File: config.mk
export PLATFORM = sky130hd
export DESIGN_NAME = uart_rx_core
export DESIGN_NICKNAME = d
export VERILOG_FILES = /design/src/rtl/uart_pkg.sv /design/src/rtl/uart_sync.sv /design/src/rtl/uart_rx_core.sv
export SDC_FILE = /design/constraint.sdc
export NUM_CORES = 1
export LEC_CHECK = 0
export ABC_AREA = 1
export CAP_MARGIN = 20
export CORE_UTILIZATION = 30
export DETAILED_ROUTE_END_ITERATION = 6
export PLACE_DENSITY = 0.51
export SLEW_MARGIN = 20
export SYNTH_ARGS = -nofsm -noshare
export SYNTH_HDL_FRONTEND = slang
export SYNTH_SLANG_ARGS = --single-unit
File: constraint.sdc
create_clock -name clk -period 4.3 [get_ports clk]
set_input_delay 1.29 -clock clk [delete_from_list [all_inputs] [get_ports clk]]
set_output_delay 1.29 -clock clk [all_outputs]
set_load 0.01 [all_outputs]
File: src/rtl/uart_pkg.sv
// Shared UART definitions: receive FSM states, oversampling constants and word-length decode.
package uart_pkg;

    typedef enum logic [2:0] {
        IDLE,
        START,
        DATA,
        PARITY,
        STOP
    } rx_state_t;

    localparam logic [3:0] OSM16_MID = 4'd7;
    localparam logic [3:0] OSM13_MID = 4'd6;
    localparam int unsigned OSM16 = 16;
    localparam int unsigned OSM13 = 13;

    // Word-length select to data-bit count: 00 -> 5 ... 11 -> 8
    function automatic logic [3:0] wls_to_len(input logic [1:0] wls);
        return 4'd5 + {2'b00, wls};
    endfunction

endpackage

File: src/rtl/uart_sync.sv
// Multi-flop synchronizer for an asynchronous input. Resets to 1 so an idle-high line
// never looks like a falling edge while coming out of reset.
module uart_sync #(
    parameter int unsigned Stages = 2
) (
    input  logic clk_i,
    input  logic rst_i,
    input  logic d_i,
    output logic q_o
);

    logic [Stages-1:0] sync_q;

    // Shift the raw input through the flop chain
    always_ff @(posedge clk_i) begin
        if (rst_i) begin
            sync_q <= '1;
        end else begin
            sync_q <= {sync_q[Stages-2:0], d_i};
        end
    end

    assign q_o = sync_q[Stages-1];

endmodule

File: src/rtl/uart_rx_core.sv
// UART receive engine: oversamples the synchronized line on baud ticks, mid-samples each bit,
// checks parity and stop bits, and emits one word per frame with error flags.
module uart_rx_core
    import uart_pkg::*;
#(
    parameter int unsigned SYNC_STAGES = 2
) (
    input  logic       clk,
    input  logic       rst,
    input  logic       baud_tick,
    input  logic       OSM_SEL,
    input  logic [1:0] WLS,
    input  logic       PEN,
    input  logic       EPS,
    input  logic       STB,
    input  logic       rx_i,
    output logic [7:0] rx_data,
    output logic       rx_valid,
    output logic       parity_err,
    output logic       frame_err,
    output logic       break_det,
    output logic       rx_busy
);

    localparam logic [3:0] Last16 = 4'(OSM16 - 1);
    localparam logic [3:0] Last13 = 4'(OSM13 - 1);

    logic rx_s;

    uart_sync #(
        .Stages(SYNC_STAGES)
    ) u_sync (
        .clk_i(clk),
        .rst_i(rst),
        .d_i  (rx_i),
        .q_o  (rx_s)
    );

    rx_state_t  state_q;
    logic [3:0] cnt_q;
    logic [2:0] bit_q;
    logic [7:0] shift_q;
    logic       stop2_q;      // first of two stop bits already sampled
    logic       par_err_q;
    logic       frm_err_q;
    logic       zero_q;       // every sample of this frame so far was low
    logic       wait_high_q;  // after a break, line must go high before re-arming

    // Frame configuration captured at the start edge
    logic       osm_sel_q;
    logic [3:0] len_q;
    logic       pen_q;
    logic       eps_q;
    logic       stb_q;

    logic [7:0] rx_data_q;
    logic       rx_valid_q;
    logic       parity_err_q;
    logic       frame_err_q;
    logic       break_det_q;

    logic [3:0] mid_cnt;
    logic [3:0] last_cnt;
    logic       at_sample;
    logic       exp_parity;

    // Per-frame tick targets and the expected parity of the received word
    always_comb begin
        mid_cnt    = osm_sel_q ? OSM13_MID : OSM16_MID;
        last_cnt   = osm_sel_q ? Last13 : Last16;
        at_sample  = (cnt_q == last_cnt);
        exp_parity = (^shift_q) ^ ~eps_q;
    end

    // Receive FSM with registered outputs; advances only on baud ticks
    always_ff @(posedge clk) begin
        if (rst) begin
            state_q      <= IDLE;
            cnt_q        <= '0;
            bit_q        <= '0;
            shift_q      <= '0;
            stop2_q      <= 1'b0;
            par_err_q    <= 1'b0;
            frm_err_q    <= 1'b0;
            zero_q       <= 1'b0;
            wait_high_q  <= 1'b0;
            osm_sel_q    <= 1'b0;
            len_q        <= 4'd5;
            pen_q        <= 1'b0;
            eps_q        <= 1'b0;
            stb_q        <= 1'b0;
            rx_data_q    <= '0;
            rx_valid_q   <= 1'b0;
            parity_err_q <= 1'b0;
            frame_err_q  <= 1'b0;
            break_det_q  <= 1'b0;
        end else begin
            rx_valid_q <= 1'b0;
            if (baud_tick) begin
                unique case (state_q)
                    IDLE: begin
                        if (wait_high_q) begin
                            if (rx_s) wait_high_q <= 1'b0;
                        end else if (!rx_s) begin
                            osm_sel_q <= OSM_SEL;
                            len_q     <= wls_to_len(WLS);
                            pen_q     <= PEN;
                            eps_q     <= EPS;
                            stb_q     <= STB;
                            cnt_q     <= '0;
                            state_q   <= START;
                        end
                    end
                    START: begin
                        if (cnt_q == mid_cnt) begin
                            if (rx_s) begin
                                state_q <= IDLE;  // glitch, not a real start bit
                            end else begin
                                cnt_q     <= '0;
                                bit_q     <= '0;
                                shift_q   <= '0;
                                stop2_q   <= 1'b0;
                                par_err_q <= 1'b0;
                                frm_err_q <= 1'b0;
                                zero_q    <= 1'b1;
                                state_q   <= DATA;
                            end
                        end else begin
                            cnt_q <= cnt_q + 4'd1;
                        end
                    end
                    DATA: begin
                        if (at_sample) begin
                            cnt_q          <= '0;
                            shift_q[bit_q] <= rx_s;
                            if (rx_s) zero_q <= 1'b0;
                            if ({1'b0, bit_q} == len_q - 4'd1) begin
                                state_q <= pen_q ? PARITY : STOP;
                            end else begin
                                bit_q <= bit_q + 3'd1;
                            end
                        end else begin
                            cnt_q <= cnt_q + 4'd1;
                        end
                    end
                    PARITY: begin
                        if (at_sample) begin
                            cnt_q <= '0;
                            if (rx_s != exp_parity) par_err_q <= 1'b1;
                            if (rx_s) zero_q <= 1'b0;
                            state_q <= STOP;
                        end else begin
                            cnt_q <= cnt_q + 4'd1;
                        end
                    end
                    STOP: begin
                        if (at_sample) begin
                            cnt_q <= '0;
                            if (stb_q && !stop2_q) begin
                                stop2_q <= 1'b1;
                                if (!rx_s) frm_err_q <= 1'b1;
                                if (rx_s) zero_q <= 1'b0;
                            end else begin
                                rx_valid_q   <= 1'b1;
                                rx_data_q    <= shift_q;
                                parity_err_q <= par_err_q;
                                frame_err_q  <= frm_err_q | ~rx_s;
                                break_det_q  <= zero_q & ~rx_s;
                                wait_high_q  <= zero_q & ~rx_s;
                                state_q      <= IDLE;
                            end
                        end else begin
                            cnt_q <= cnt_q + 4'd1;
                        end
                    end
                    default: state_q <= IDLE;
                endcase
            end
        end
    end

    assign rx_data    = rx_data_q;
    assign rx_valid   = rx_valid_q;
    assign parity_err = parity_err_q;
    assign frame_err  = frame_err_q;
    assign break_det  = break_det_q;
    assign rx_busy    = (state_q != IDLE);

endmodule
==> results of run 1 <==
-- routing by layer --
metal	global-route usage, %	up-vias	part of all wire (%)
met1	19.16	1010	51
met3	3.530	4	4.5
met5	0	-	0
met2	23.89	43	44
met4	2.308	0	0.60
li1	-	1219	-
-- worst reg2reg max path: cells and delay by family (launching register included) --
family          cells  cell delay (ns)
simple gates        3             0.68
buf+inv             2             0.38
compound gates      2             0.58
flops               1             0.45
-- cells in the final DEF, fill, tap and decap left out --
cell type        instances
a211oi_2                 1
a21oi_1                 38
a21oi_2                  1
a21oi_4                  1
a31oi_1                  3
buf_4                    1
clkbuf_8                 5
clkdlybuf4s50_1         22
clkinv_4                 1
clkinvlp_4               1
dfxtp_1                 45
ha_1                     4
inv_1                   32
inv_2                    7
inv_6                    1
nand2_1                 92
nand2_2                  1
nand3_1                 26
nand3_2                  3
nand3b_1                 2
nand4_1                  4
nor2_1                  21
nor2_2                   3
nor2_4                   1
nor3_1                  14
nor3_4                   1
nor4_1                   1
o211ai_1                 1
o21a_1                   1
o21ai_0                 17
o21ai_1                  8
o21ai_2                  2
o22ai_1                  1
or2_2                   10
xnor2_1                  6
xor2_1                   1
-- layout make-up --
type                       count  area (µm²)
timing repair buffer          23       227.7
multi-input combinational    264        1338
tap                          102       127.6
sequential                    45       900.9
clock inverter                 3       25.02
inverter                      39       146.4
fill                         866        5014
clock buffer                   5       68.82
-- cell families (layout without fill, tap and decap cells) --
family                     after synthesis  count (layout)  share of synthesized area (%)
and+or+nand+nor                        179             179                          33.11
AOI/OAI and AO/OA                       74              74                          16.66
buffers and inverters                   53              70                          9.142
DFF                                     45              45                          36.57
xor gates and xnor gates                 7               7                          2.489
adders and majority gates                4               4                          2.032
-- flip-flops by register name (all words and copies together) (netlist names), 2 cells and up --
signal	cells
cnt_q	4
shift_q	8
len_q	4
rx_data	8
u_sync.sync_q	2
state_q	3
bit_q	3
-- through the flow --
stage / instance area (µm²) / hold WS, ns
floorplan: 2464 / 0.3895
global placement: 2740 / 0.3939
detailed placement: 2740 / 0.4046
CTS: 2834 / 0.4317
global route: 2834 / 0.4532
finish: 2834 / 0.4251
-- path summary, 6_finish.rpt --
| path | from | end | slack (ns) |
|---|---|---|---|
| worst max-delay path | state_q[0] | rx_busy | 1.47 |
| worst min-delay path | u_sync.sync_q[0] | u_sync.sync_q[1] | 0.43 |
| worst max register to register | state_q[0] | bit_q[0] | 2.10 |
| worst min register to register | u_sync.sync_q[0] | u_sync.sync_q[1] | 0.43 |
-- power by group through the flow --
stage	clock network, mW	logic, mW	registers (mW)
floorplan	0	0.0404	0.436
global placement	0	0.0586	0.438
detailed placement	0	0.0592	0.438
CTS	0.295	0.0594	0.428
global route	0.314	0.0670	0.429
finish	0.284	0.0592	0.428
==> summary.txt, run 1 <==
Run status
  – Status: completed

Floorplan
  – Die height: 92.62 µm
  – Rows: 32
  – Die ar.: 0.008578 mm²
  – Top-Level Pins: 23
  – Starting density of the core: 31.39%
  – Die X: 92.62 µm
  – CORE AREA: 0.007848 mm²

Layout
  – Syn-to-layout area delta: 15.03%
  – Core Util, Final: 36.11%
  – Layout cells sized above 1: 10.55%
  – Final nets: 392
  – N_diodes: 0
  – Post-Layout Cell Count: 481

Pwr
  – Int Power: 563.9 µW
  – Power share of the clock group: 36.8%
  – Comb pwr share: 7.7%
  – PwrDens: 272.2 mW/mm²
  – Power share of the sequential group: 55.5%
  – Overall Power: 771.5 µW
  – Peak supply drop: 0.1759 mV
  – Sw frac: 26.91%
  – LEAKAGE: 1.041 nW
  – Sw power: 207.6 µW

STA
  – Actual slew at the worst max-slew pin: 0.7574 ns
  – Final min period: 2.831 ns
  – Pins over their slew limit: 0
  – Final worst slack: 1.469 ns
  – Peak Freq: 353.2 MHz
  – Unrepaired setup endpoints after global routing: false
  – Skew final: 0.01097 ns
  – Slew headroom: 49.34%
  – Part of the cycle the worst path needs: 65.84%
  – Hold Fails Final Rpt: 0
  – Final setup fails: 0
  – Setup TNS: 0 ns

Logic synthesis
  – Seq cells post-synth: 45
  – Mapped cell area: 0.002464 mm²
  – Post-synth top area share: 36.57%
  – Warnings, synthesis: 0
  – Most instantiated cells after synthesis: 92 x nand2_1, 45 x dfxtp_1, 38 x a21oi_1, 32 x inv_1, 26 x nand3_1
  – Post-synthesis cell count: 362
  – Asr flop ratio synth: 0%
  – Library cells used by synthesis: 35
  – Mapped Nets: 376
  – Avg Inst Size Synth: 6.806 µm²
  – Most common cell in the netlist: nand2_1
  – Number of synthesized flops with an enable pin: 0
  – Post-synth top area cell: dfxtp_1
  – Post-synth top flop: dfxtp_1
  – Sequential-to-total area share from yosys stat: 36.57%
  – Synth area leaders: dfxtp_1 37%, nand2_1 14%, a21oi_1 7.7%, nand3_1 5.3%, inv_1 4.9%

Placement
  – Placer Congestion: 0.8283
  – Placed Cells: 473
  – Port Buffers: 22
  – Hpwl dp: 4088 µm
  – Setup slack at placement: 1.294 ns

Setup path
  – Crit-path slowest cell: clkdlybuf4s50_1
  – CP delay by family, top: buffers and inverters
  – Slowest stage delay, CP: 0.57 ns
  – Cell Chain, Critical Path: nor2_4 -> nand2_1 -> clkdlybuf4s50_1
  – Worst path arrival time: 1.54 ns
  – CP Depth: 3
  – CP Buf/Inv Count: 1
  – CP Max Fanout: 6
  – Endpoint class of the critical path: primary output
  – Setup crit start kind: flop
  – CP required: 3.01 ns
  – WS Path Type: flop to primary output
  – R2R depth: 7

Detailed routing
  – Drt via density: 4.732
  – Antenna Nets Post-Route: 0
  – Routed vias: 2276
  – Routed WL: 5632 µm
  – Avg WL per Cell: 11.71 µm
  – Drt pass-1 iters: 5
  – Initial DRC Count: 137
  – Residual DRC: 0

Clocking
  – Post-CTS setup repair buffer count: 0
  – Clock Tree Buf Depth: 2
  – TritonCTS clock tree: yes
  – Hold buffer count at cts: 0
  – CTS Sinks: 45
  – Post-CTS Resized: 0
  – Worst skew pair latency: 0.31 ns
  – H-tree depth: 2
  – Total clock buffers created by CTS: 5
  – CTS clk-pin slew, worst paths: 0.10 ns
  – Root buf cell: clkbuf_8

Hold path
  – Hold Path Class: flop to flop
  – Worst Hold Depth: 1

Global route
  – Pin count of the biggest net entering global routing: 25
  – Number of antenna violations at the first check in global routing: 0
  – Total Routing Usage GR: 14.39%
  – First-pass GRT wire length: 9880 µm
  – Grt ovf: 0
  – Vias in the first global route: 2114

Flow run
  – Maximum capacitance violations: 0
(Power assumes the default switching activity.)
==> run 2, diff against run 1 <==
PLACE_DENSITY = 0.53   (was 0.51)
clock period = 2.6 ns   (was 4.3 ns; I/O delays follow)
==> summary.txt, run 2 (synthesis gave the netlist of run 1 again) <==
STA
  – Pins over their slew limit: 0 (unchanged)
  – Actual slew at the worst max-slew pin: 0.5968 ns (-0.1606 ns)
  – Final setup fails: 0 (unchanged)
  – Part of the cycle the worst path needs: 89.35%
  – Slew headroom: 60.17% (+11 points)
  – Peak Freq: 430.5 MHz
  – Final min period: 2.323 ns
  – Unrepaired setup endpoints after global routing: false
  – Setup TNS: 0 ns (unchanged)
  – Hold Fails Final Rpt: 0 (unchanged)
  – Skew final: 0.003794 ns (-0.007172 ns)

Detailed routing
  – Routed WL: 5417 µm (-3.8%)
  – Routed vias: 2268 (-0.35%)
  – Drt via density: 4.686 (-0.97%)
  – Antenna Nets Post-Route: 0 (unchanged)
  – Drt pass-1 iters: 4 (-1)
  – Initial DRC Count: 121 (-12%)
  – Avg WL per Cell: 11.19 µm (-4.4%)
  – Residual DRC: 0 (unchanged)

Global route
  – Vias in the first global route: 2014 (-4.7%)
  – Total Routing Usage GR: 13.54% (-0.85 points)
  – Number of antenna violations at the first check in global routing: 0 (unchanged)
  – First-pass GRT wire length: 9335 µm (-5.5%)
  – Grt ovf: 0 (unchanged)
  – Pin count of the biggest net entering global routing: 23 (-8.0%)

Setup path
  – Cell Chain, Critical Path: nor2_4 -> nand2_1 -> clkdlybuf4s50_1
  – Setup crit start kind: flop
  – Crit path from: state_q[0]
  – R2R setup slack: 0.48 ns (-1.62 ns)
  – Slowest stage delay, CP: 0.56 ns (about the same)
  – CP delay by family, top: buffers and inverters
  – Endpoint class of the critical path: primary output
  – CP required: 1.82 ns (-1.19 ns)
  – Worst path arrival time: 1.54 ns (about the same)
  – CP Max Fanout: 6 (unchanged)
  – CP Buf/Inv Count: 1 (unchanged)
  – WS Path Type: flop to primary output
  – RR Startpoint: state_q[0]
  – Crit-path slowest cell: clkdlybuf4s50_1

Placement
  – Port Buffers: 22 (unchanged)
  – Hpwl dp: 4047 µm (-1.0%)
  – Placed cell areas: 0.002763 mm² (+0.82%)
  – Placer Congestion: 0.8715 (+5.2%)

Layout
  – Layout cells sized above 1: 11.26% (+0.70 points)
  – Most common cell after layout, fill and taps aside: nand2_1
  – N_diodes: 0 (unchanged)
  – Final nets: 395 (+0.77%)
  – Design area: 0.002900 mm² (+2.3%)
  – Syn-to-layout area delta: 17.72%
  – # fillers: 880 (+1.6%)
  – Most frequent cells in the layout: 92 x nand2_1, 45 x dfxtp_1, 38 x a21oi_1, 32 x inv_1, 26 x nand3_1

Clocking
  – Hold buffer count at cts: 0 (unchanged)
  – Root buf cell: clkbuf_8
  – Clock Tree Buf Depth: 2 (unchanged)
  – TritonCTS clock tree: yes
  – H-tree depth: 2 (unchanged)
  – Post-CTS setup repair buffer count: 0 (unchanged)
  – CTS Sinks: 45 (unchanged)
  – CTS clk-pin slew, worst paths: 0.09 ns (about the same)
  – Worst skew pair latency: 0.31 ns (about the same)
  – Post-CTS Resized: 0 (unchanged)
  – Total clock buffers created by CTS: 5 (unchanged)

Pwr
  – Peak supply drop: 0.2491 mV (+42%)
  – Sw power: 328.3 µW (+58%)
  – Sw frac: 22.57% (-4.3 points)
  – Overall Power: 1.455 mW (+89%)
  – LEAKAGE: 1.081 nW (+3.8%)
  – Int Power: 1.126 mW (+100%)
  – Power share of the clock group: 44.6% (+7.8 points)
  – Comb pwr share: 6.7% (-1.0 points)
  – Power share of the sequential group: 48.7% (-6.8 points)
  – PwrDens: 501.6 mW/mm² (+84%)

Hold path
  – Hold Crit Start: u_sync.sync_q[0]
  – Hold Path Class: flop to flop

Floorplan
  – Rows: 32 (unchanged)
  – CORE AREA: 0.007848 mm² (unchanged)
  – Die height: 92.62 µm (unchanged)
  – Starting density of the core: 31.39% (unchanged)
  – Die ar.: 0.008578 mm² (unchanged)
  – Top-Level Pins: 23 (unchanged)
  – Die X: 92.62 µm (unchanged)

Flow run
  – Maximum capacitance violations: 0 (unchanged)

Run status
  – Status: completed
-- run 2: changes by cell type in the layout (fill, tap and decap cells not counted) --
cell and change:
buf_4 +3, bufinv_16 +2, clkinv_4 -1, clkinvlp_4 -1
-- run 2: power groups by stage --
stage	registers [mW]	logic [mW]	clock network, mW
2_1_floorplan	0.721	0.0668	0
3_3_place_gp	0.724	0.0984	0
3_5_place_dp	0.724	0.0984	0
4_1_cts	0.708	0.0987	0.669
5_1_grt	0.710	0.112	0.697
6_report	0.708	0.0978	0.649
-- run 2: final cells by class --
class	instances	area, µm²	area share (%)
inverter	39	146.4	5.047
clock inverter	3	68.82	2.373
clock buffer	5	68.82	2.373
sequential	45	900.9	31.06
timing repair buffer	26	250.2	8.628
multi-input combinational	264	1338	46.12
tap	102	127.6	4.400
-- run 2: worst paths after layout --
kind / end / cells after the start
worst max-delay path: rx_busy / 3
worst min-delay path: u_sync.sync_q[1] / 1
worst max register to register: bit_q[2] / 7
worst min register to register: u_sync.sync_q[1] / 1
-- run 2: per-layer routing --
| layer | up-vias | track usage, % | part of all wire (%) |
|---|---|---|---|
| met2 | 36 | 20.74 | 43 |
| met1 | 990 | 18.56 | 52 |
| li1 | 1233 | - | - |
| met4 | 0 | 5.385 | 1.5 |
| met5 | - | 0 | 0 |
| met3 | 9 | 2.709 | 4.1 |
-- run 2: through the flow --
stage,instances,utilization (%),hold WS [ns],setup slack [ns]
final,484,36.96,0.4182,0.2770
after global routing,484,36.96,0.4310,0.1661
after CTS,484,36.96,0.4209,0.2700
after detailed placement,476,35.20,0.3976,0.2374
after global placement,476,35.20,0.3918,0.2553
after floorplan,362,-,0.3895,0.9471
==> run 3, diff against run 2 <==
GPL_ROUTABILITY_DRIVEN = 0   (was not set)
==> results of run 3 <==
No change in the layout: final DEF, timing and power equal those of run 2.
